`src/rtl/dma_arb_pkg.sv`:
```
// =============================================================================
// Module   : dma_arb_pkg
// Brief    : Shared types, defaults and helpers for the DMA arbiter.
// Revision : 1.0
// =============================================================================
`default_nettype none

package dma_arb_pkg;

  localparam int unsigned DEF_NUM_DEV  = 4;
  localparam int unsigned DEF_ADD_LEN  = 16;
  localparam int unsigned DEF_DATA_LEN = 16;
  localparam int unsigned DEF_SETTLE   = 2;

  // Index width, never below one bit so single-entry vectors stay legal.
  function automatic int unsigned idx_w(input int unsigned n);
    return (n > 1) ? $clog2(n) : 1;
  endfunction

`ifdef SIM
  typedef enum logic [87:0] {
    S_SETTLE  = "SETTLE_WAIT",
    S_IDLE    = "IDLE       ",
    S_ARB     = "ARB        ",
    S_ISSUE   = "ISSUE      ",
    S_BUSY    = "BUSY       ",
    S_RELEASE = "RELEASE    "
  } arb_state_e;
`else
  typedef enum logic [2:0] {
    S_SETTLE  = 3'd0,
    S_IDLE    = 3'd1,
    S_ARB     = 3'd2,
    S_ISSUE   = 3'd3,
    S_BUSY    = 3'd4,
    S_RELEASE = 3'd5
  } arb_state_e;
`endif

endpackage

`default_nettype wire

```
`src/rtl/dma_arbiter_rr_pick.sv`:
```
// =============================================================================
// Module   : rr_pick
// Brief    : Combinational round-robin picker scanning from last+1.
//            DMA_ARB_PRIO_EN: request 0 overrides the rotation.
// Revision : 1.0
// =============================================================================
`default_nettype none

module rr_pick
  import dma_arb_pkg::*;
#(
  parameter int unsigned N  = DEF_NUM_DEV,
  parameter int unsigned IW = idx_w(N)
) (
  input  logic [N-1:0]  req_i,
  input  logic [IW-1:0] last_i,
  output logic [N-1:0]  onehot_o,
  output logic [IW-1:0] idx_o,
  output logic          valid_o
);

  logic [IW:0] cand;
  logic        found;

  always_comb begin
    idx_o = '0;
    found = 1'b0;
    cand  = '0;
    for (int unsigned k = 1; k <= N; k++) begin
      cand = {1'b0, last_i} + (IW+1)'(k);
      if (cand >= (IW+1)'(N)) begin
        cand = cand - (IW+1)'(N);
      end
      if (!found && req_i[cand[IW-1:0]]) begin
        idx_o = cand[IW-1:0];
        found = 1'b1;
      end
    end
`ifdef DMA_ARB_PRIO_EN
    if (req_i[0]) begin
      idx_o = '0;
    end
`endif
  end

  assign valid_o  = |req_i;
  assign onehot_o = valid_o ? (N'(1) << idx_o) : '0;

endmodule

`default_nettype wire

```
`src/rtl/dma_arbiter.sv`:
```
// =============================================================================
// Module   : dma_arbiter
// Brief    : Round-robin sharing of one DMA controller among NUM_DEV devices.
//            DMA_ARB_PRIO_EN: device 0 gets fixed top priority.
// Revision : 1.0
// =============================================================================
`default_nettype none

module dma_arbiter
  import dma_arb_pkg::*;
#(
  parameter int unsigned NUM_DEV  = DEF_NUM_DEV,
  parameter int unsigned ADD_LEN  = DEF_ADD_LEN,
  parameter int unsigned DATA_LEN = DEF_DATA_LEN,
  parameter int unsigned SETTLE   = DEF_SETTLE
) (
  input  logic                          clk,
  input  logic                          reset,
  input  logic [NUM_DEV-1:0]            dev_rqst,
  input  logic [NUM_DEV-1:0]            dev_rd_wr,
  input  logic [NUM_DEV*ADD_LEN-1:0]    dev_num_words,
  input  logic [NUM_DEV*(ADD_LEN+1)-1:0] dev_start_addr,
  input  logic [NUM_DEV-1:0]            dev_ack_in,
  input  logic [NUM_DEV*DATA_LEN-1:0]   dev_data_in,
  output logic [NUM_DEV-1:0]            dev_grant,
  output logic [NUM_DEV-1:0]            dev_dma_ack,
  output logic [NUM_DEV-1:0]            dev_end,
  output logic [DATA_LEN-1:0]           dev_data_out,
  output logic                          rqst,
  output logic                          rd_wr,
  output logic [ADD_LEN-1:0]            num_words,
  output logic [ADD_LEN:0]              start_addr,
  output logic                          dev_ack,
  output logic [DATA_LEN-1:0]           dev_in,
  input  logic                          dma_ack,
  input  logic                          end_flag,
  input  logic [DATA_LEN-1:0]           dev_out
);

  localparam int unsigned IW          = idx_w(NUM_DEV);
  localparam int unsigned CW          = idx_w(SETTLE + 1);
  localparam int unsigned SETTLE_LAST = (SETTLE > 0) ? SETTLE - 1 : 0;

  arb_state_e          state_q, state_d;
  logic [CW-1:0]       cnt_q, cnt_d;
  logic [IW-1:0]       last_q, last_d;
  logic [IW-1:0]       gidx_q, gidx_d;
  logic [NUM_DEV-1:0]  grant_q, grant_d;
  logic                rd_wr_q, rd_wr_d;
  logic [ADD_LEN-1:0]  nw_q, nw_d;
  logic [ADD_LEN:0]    sa_q, sa_d;

  logic [NUM_DEV-1:0]  pick_onehot;
  logic [IW-1:0]       pick_idx;
  logic                pick_valid;

  logic [ADD_LEN-1:0]  nw_arr   [NUM_DEV];
  logic [ADD_LEN:0]    sa_arr   [NUM_DEV];
  logic [DATA_LEN-1:0] data_arr [NUM_DEV];

  for (genvar i = 0; i < NUM_DEV; i++) begin : g_unpack
    assign nw_arr[i]   = dev_num_words[i*ADD_LEN +: ADD_LEN];
    assign sa_arr[i]   = dev_start_addr[i*(ADD_LEN+1) +: ADD_LEN+1];
    assign data_arr[i] = dev_data_in[i*DATA_LEN +: DATA_LEN];
  end

  rr_pick #(
    .N  (NUM_DEV),
    .IW (IW)
  ) u_pick (
    .req_i    (dev_rqst),
    .last_i   (last_q),
    .onehot_o (pick_onehot),
    .idx_o    (pick_idx),
    .valid_o  (pick_valid)
  );

  always_ff @(posedge clk) begin
    if (reset) begin
      state_q <= S_SETTLE;
      cnt_q   <= '0;
      last_q  <= IW'(NUM_DEV - 1);
      gidx_q  <= '0;
      grant_q <= '0;
      rd_wr_q <= 1'b0;
      nw_q    <= '0;
      sa_q    <= '0;
    end else begin
      state_q <= state_d;
      cnt_q   <= cnt_d;
      last_q  <= last_d;
      gidx_q  <= gidx_d;
      grant_q <= grant_d;
      rd_wr_q <= rd_wr_d;
      nw_q    <= nw_d;
      sa_q    <= sa_d;
    end
  end

  always_comb begin
    state_d     = state_q;
    cnt_d       = cnt_q;
    last_d      = last_q;
    gidx_d      = gidx_q;
    grant_d     = grant_q;
    rd_wr_d     = rd_wr_q;
    nw_d        = nw_q;
    sa_d        = sa_q;
    rqst        = 1'b0;
    dev_ack     = 1'b0;
    dev_in      = '0;
    dev_dma_ack = '0;
    dev_end     = '0;
    case (state_q)
      S_SETTLE: begin
        if (cnt_q == CW'(SETTLE_LAST)) begin
          state_d = S_IDLE;
        end else begin
          cnt_d = cnt_q + CW'(1);
        end
      end
      S_IDLE: begin
        if (|dev_rqst) begin
          state_d = S_ARB;
        end
      end
      S_ARB: begin
        // A request withdrawn before arbitration simply falls back to IDLE.
        if (pick_valid) begin
          gidx_d  = pick_idx;
          grant_d = pick_onehot;
          rd_wr_d = dev_rd_wr[pick_idx];
          nw_d    = nw_arr[pick_idx];
          sa_d    = sa_arr[pick_idx];
          state_d = S_ISSUE;
        end else begin
          state_d = S_IDLE;
        end
      end
      S_ISSUE: begin
        rqst    = 1'b1;
        state_d = S_BUSY;
      end
      S_BUSY: begin
        dev_ack             = dev_ack_in[gidx_q];
        dev_in              = data_arr[gidx_q];
        dev_dma_ack[gidx_q] = dma_ack;
        dev_end[gidx_q]     = end_flag;
        if (end_flag) begin
          state_d = S_RELEASE;
        end
      end
      S_RELEASE: begin
        last_d  = gidx_q;
        grant_d = '0;
        rd_wr_d = 1'b0;
        nw_d    = '0;
        sa_d    = '0;
        state_d = S_IDLE;
      end
      default: begin
        state_d = S_SETTLE;
      end
    endcase
  end

  assign dev_grant    = grant_q;
  assign rd_wr        = rd_wr_q;
  assign num_words    = nw_q;
  assign start_addr   = sa_q;
  assign dev_data_out = dev_out;

endmodule

`default_nettype wire
```
`config.mk`:
```
export PLATFORM = sky130hd
export DESIGN_NAME = dma_arbiter
export DESIGN_NICKNAME = d
export VERILOG_FILES = /design/src/rtl/dma_arb_pkg.sv /design/src/rtl/dma_arbiter_rr_pick.sv /design/src/rtl/dma_arbiter.sv
export SDC_FILE = /design/constraint.sdc
export NUM_CORES = 1
export LEC_CHECK = 0
export CAP_MARGIN = 25
export CELL_PAD_IN_SITES_DETAIL_PLACEMENT = 1
export CELL_PAD_IN_SITES_GLOBAL_PLACEMENT = 2
export CORE_ASPECT_RATIO = 2
export CORE_MARGIN = 8
export CORE_UTILIZATION = 18
export CTS_CLUSTER_SIZE = 25
export DETAILED_ROUTE_END_ITERATION = 8
export GPL_TIMING_DRIVEN = 0
export MAX_ROUTING_LAYER = met4
export PLACE_DENSITY = 0.89
export SYNTH_ARGS = -nofsm -noshare
export SYNTH_HDL_FRONTEND = slang
export SYNTH_SLANG_ARGS = --single-unit
```
`constraint.sdc`:
```
create_clock -name clk -period 4.8 [get_ports clk]
set_input_delay 1.2 -clock clk [delete_from_list [all_inputs] [get_ports clk]]
set_output_delay 1.2 -clock clk [all_outputs]
set_load 0.05 [all_outputs]
```
==> impl_results.md <==
* Post-DR vias/cell at 4.62
* Synth Area per Inst at 9.46 µm²
* Final Core Density at 35.4%
* Nets at 910
* Die H at 216 µm
* Initial antenna violation count at 1
* Largest net degree at the start of global routing at 14
* Routed WL per cell at 21.8 µm
* Post-CTS resize count at 0
* Gpl congestion at 0.874
* Root Driver: clkbuf_16
* Row cnt at 73
* Total grt overflow at 0
* Worst slew pin tran at 729 ps
* Worst setup SP type: input pin
* Top cells by count, synth: nand3_1, dfxtp_1, mux2i_1
* # DRC at 0
* Initial Util at 18.2%
* Top cell type's share of synthesized area at 26.0%
* Dpl ws at 453 ps
* Max Fanout on Critical Path at 1
* Most frequent cell after synthesis: nand3_1
* H-tree levels at 2
* First-pass GRT wire length at 29,400 µm
* # IOs at 308
* Post-cts hold buffer count at 0
* Critical Path AT at 3100 ps
* Max incr delay on CP at 850 ps
* Main area contributors after synthesis: dfxtp_1, mux4_2, mux2_2
* GRT Overall Usage at 16.2%
* Final setup fails at 0
* Die area at 25,100 µm²
* Reg-to-Reg Start: last_q[1]
* Placed wire-length estimate at 17,700 µm
* DP Area at 6860 µm²
* Synth Cell Area at 3610 µm²
* Synth area leader: dfxtp_1
* Status: complete, no violations
* Final Hold Viols at 0
* Die Wd at 116 µm
* Clock Sinks at 47
* Peak supply drop at 0.125 mV
* Vias in the first global route at 4,921
* Synth-to-layout area growth at 94.3%
* Worst Path Required at 3600 ps
* Crit path from: dev_data_in[42]
* Port buffer count at 291
* Worst setup margin at 503 ps
* RSZ-0062 raised after global routing: false
* CTS buffer count at 5
* Total number of vias at 4,363
* Post-route cell area at 7020 µm²
* Count of pins over their slew limit at 0
* CTS tree: built
* Worst min path class: reg -> reg
* Final hold slack at 489 ps
* Crit-path most repeated cell: clkdlybuf4s50_1
* Post-synth EDFFs at 0
* Overall power at 1.99 mW
* Inst Count DP at 935
* Post-route insts no fill at 945
* CP max stage cell: clkdlybuf4s50_1
* Yosys cell types at 41
* F_max at 233 MHz
* CP top delay family: buffers and inverters
* Clock Path Buffers at 2
* Asr flop ratio synth at 0%
* Post-route ant nets at 0
* Final worst path period need at 4300 ps
* 1st-iter DRT viols at 85
* Total iterations of the first detailed-routing run at 4
* WS Path Type: in -> out
* Setup TNS at 0 ps
* Lkg Pwr at 2.58 nW
* Buf+Inv Stages, Crit Path at 2
* Worst Skew at 5.73 ps
* Crit-path cells: clkdlybuf4s50_1 > mux4_2 > nor2b_1 > clkdlybuf4s50_1
* Worst Setup End Kind: output pin
* Max-Cap Viols at 0
* Core ar. at 19,800 µm²
* Setup bufs post-CTS at 0
* Seq cells post-synth at 47
* Syn nets at 611
* Clk pin slew, worst setup/hold paths at 70 ps
* Main flop type after synthesis: dfxtp_1
* Slew HR at 51.4%
* Wirelength, routed at 20,600 µm
* Post-Syn Instances at 382
* Cell Pwr Density at 283 nW/µm²
* Sequential element share of the synthesized area at 26.0%
* HP Start: start_addr[1]
* Final Cycle Share at 89.5%
* Synth Warn # at 0
* Clock latency at the later pin of the worst-skew pair at 300 ps
* Share of cells above drive strength 1 at 14.2%
## placed cells by master, fill, tap and decap left out, types with 2 or more instances in the layout
cell / count
xnor2_1: 2
clkbuf_8: 2
nor2b_1: 18
nand3_1: 68
mux2i_1: 36
dfxtp_1: 47
nor2_1: 17
nor4_1: 3
clkbuf_16: 5
a221o_1: 34
clkdlybuf4s50_1: 291
buf_6: 4
nand2_1: 5
and3b_1: 2
a21oi_1: 4
nand2b_1: 2
clkbuf_1: 23
mux4_2: 17
mux2_2: 33
nor3_1: 5
nand3b_1: 2
a32oi_1: 4
buf_2: 10
inv_1: 7
a211o_1: 2
buf_4: 20
a21o_1: 2
## report_power, final
group / internal, mW / switching [mW] / total, mW / leakage, nW
combinational: 0.481 / 0.610 / 1.09 / 2.12
sequential: 0.468 / 0.0412 / 0.510 / 0.382
clock: 0.223 / 0.165 / 0.388 / 0.0772
## layout make-up
class                           count  area (µm²)
Buffer                             56         324
Antenna cell                        1        2.50
Clock buffer                        8         156
Inverter                            7        26.3
Sequential cell                    47         941
Multi-Input combinational cell    272        2320
Fill cell                        2315       12800
Timing Repair Buffer              292        2920
Tap cell                          262         328
## final timing paths
check / end / slack (ps) / cells after the start
worst min register to register: start_addr[1] / 490 / 1
worst max register to register: start_addr[15] / 1990 / 6
worst min-delay path: start_addr[1] / 490 / 1
worst max-delay path: dev_in[10] / 500 / 4
## routing by layer
metal / global-route usage, % / wire (µm)
met3: 3.70 / 1590
met2: 31.6 / 11500
met1: 14.2 / 6970
met4: 6.31 / 522
met5: - / 0
## sequential cells by signal, summed over array words and instances (netlist names)
name and cells:
last_q 2, num_words 16, cnt_q 2, gidx_q 2
rd_wr 1, dev_grant 4, start_addr 17, state_q 3
## logic make-up after synthesis
family | count (synthesis) | share of synthesized area (%)
fa+ha+maj | 1 | 0.346
compound gates | 54 | 13.4
buf+inv | 63 | 9.69
simple gates | 128 | 18.9
mux | 87 | 31.2
flops | 47 | 26.0
xor+xnor | 2 | 0.485
Note: power is estimated with default switching activity, not from simulation.
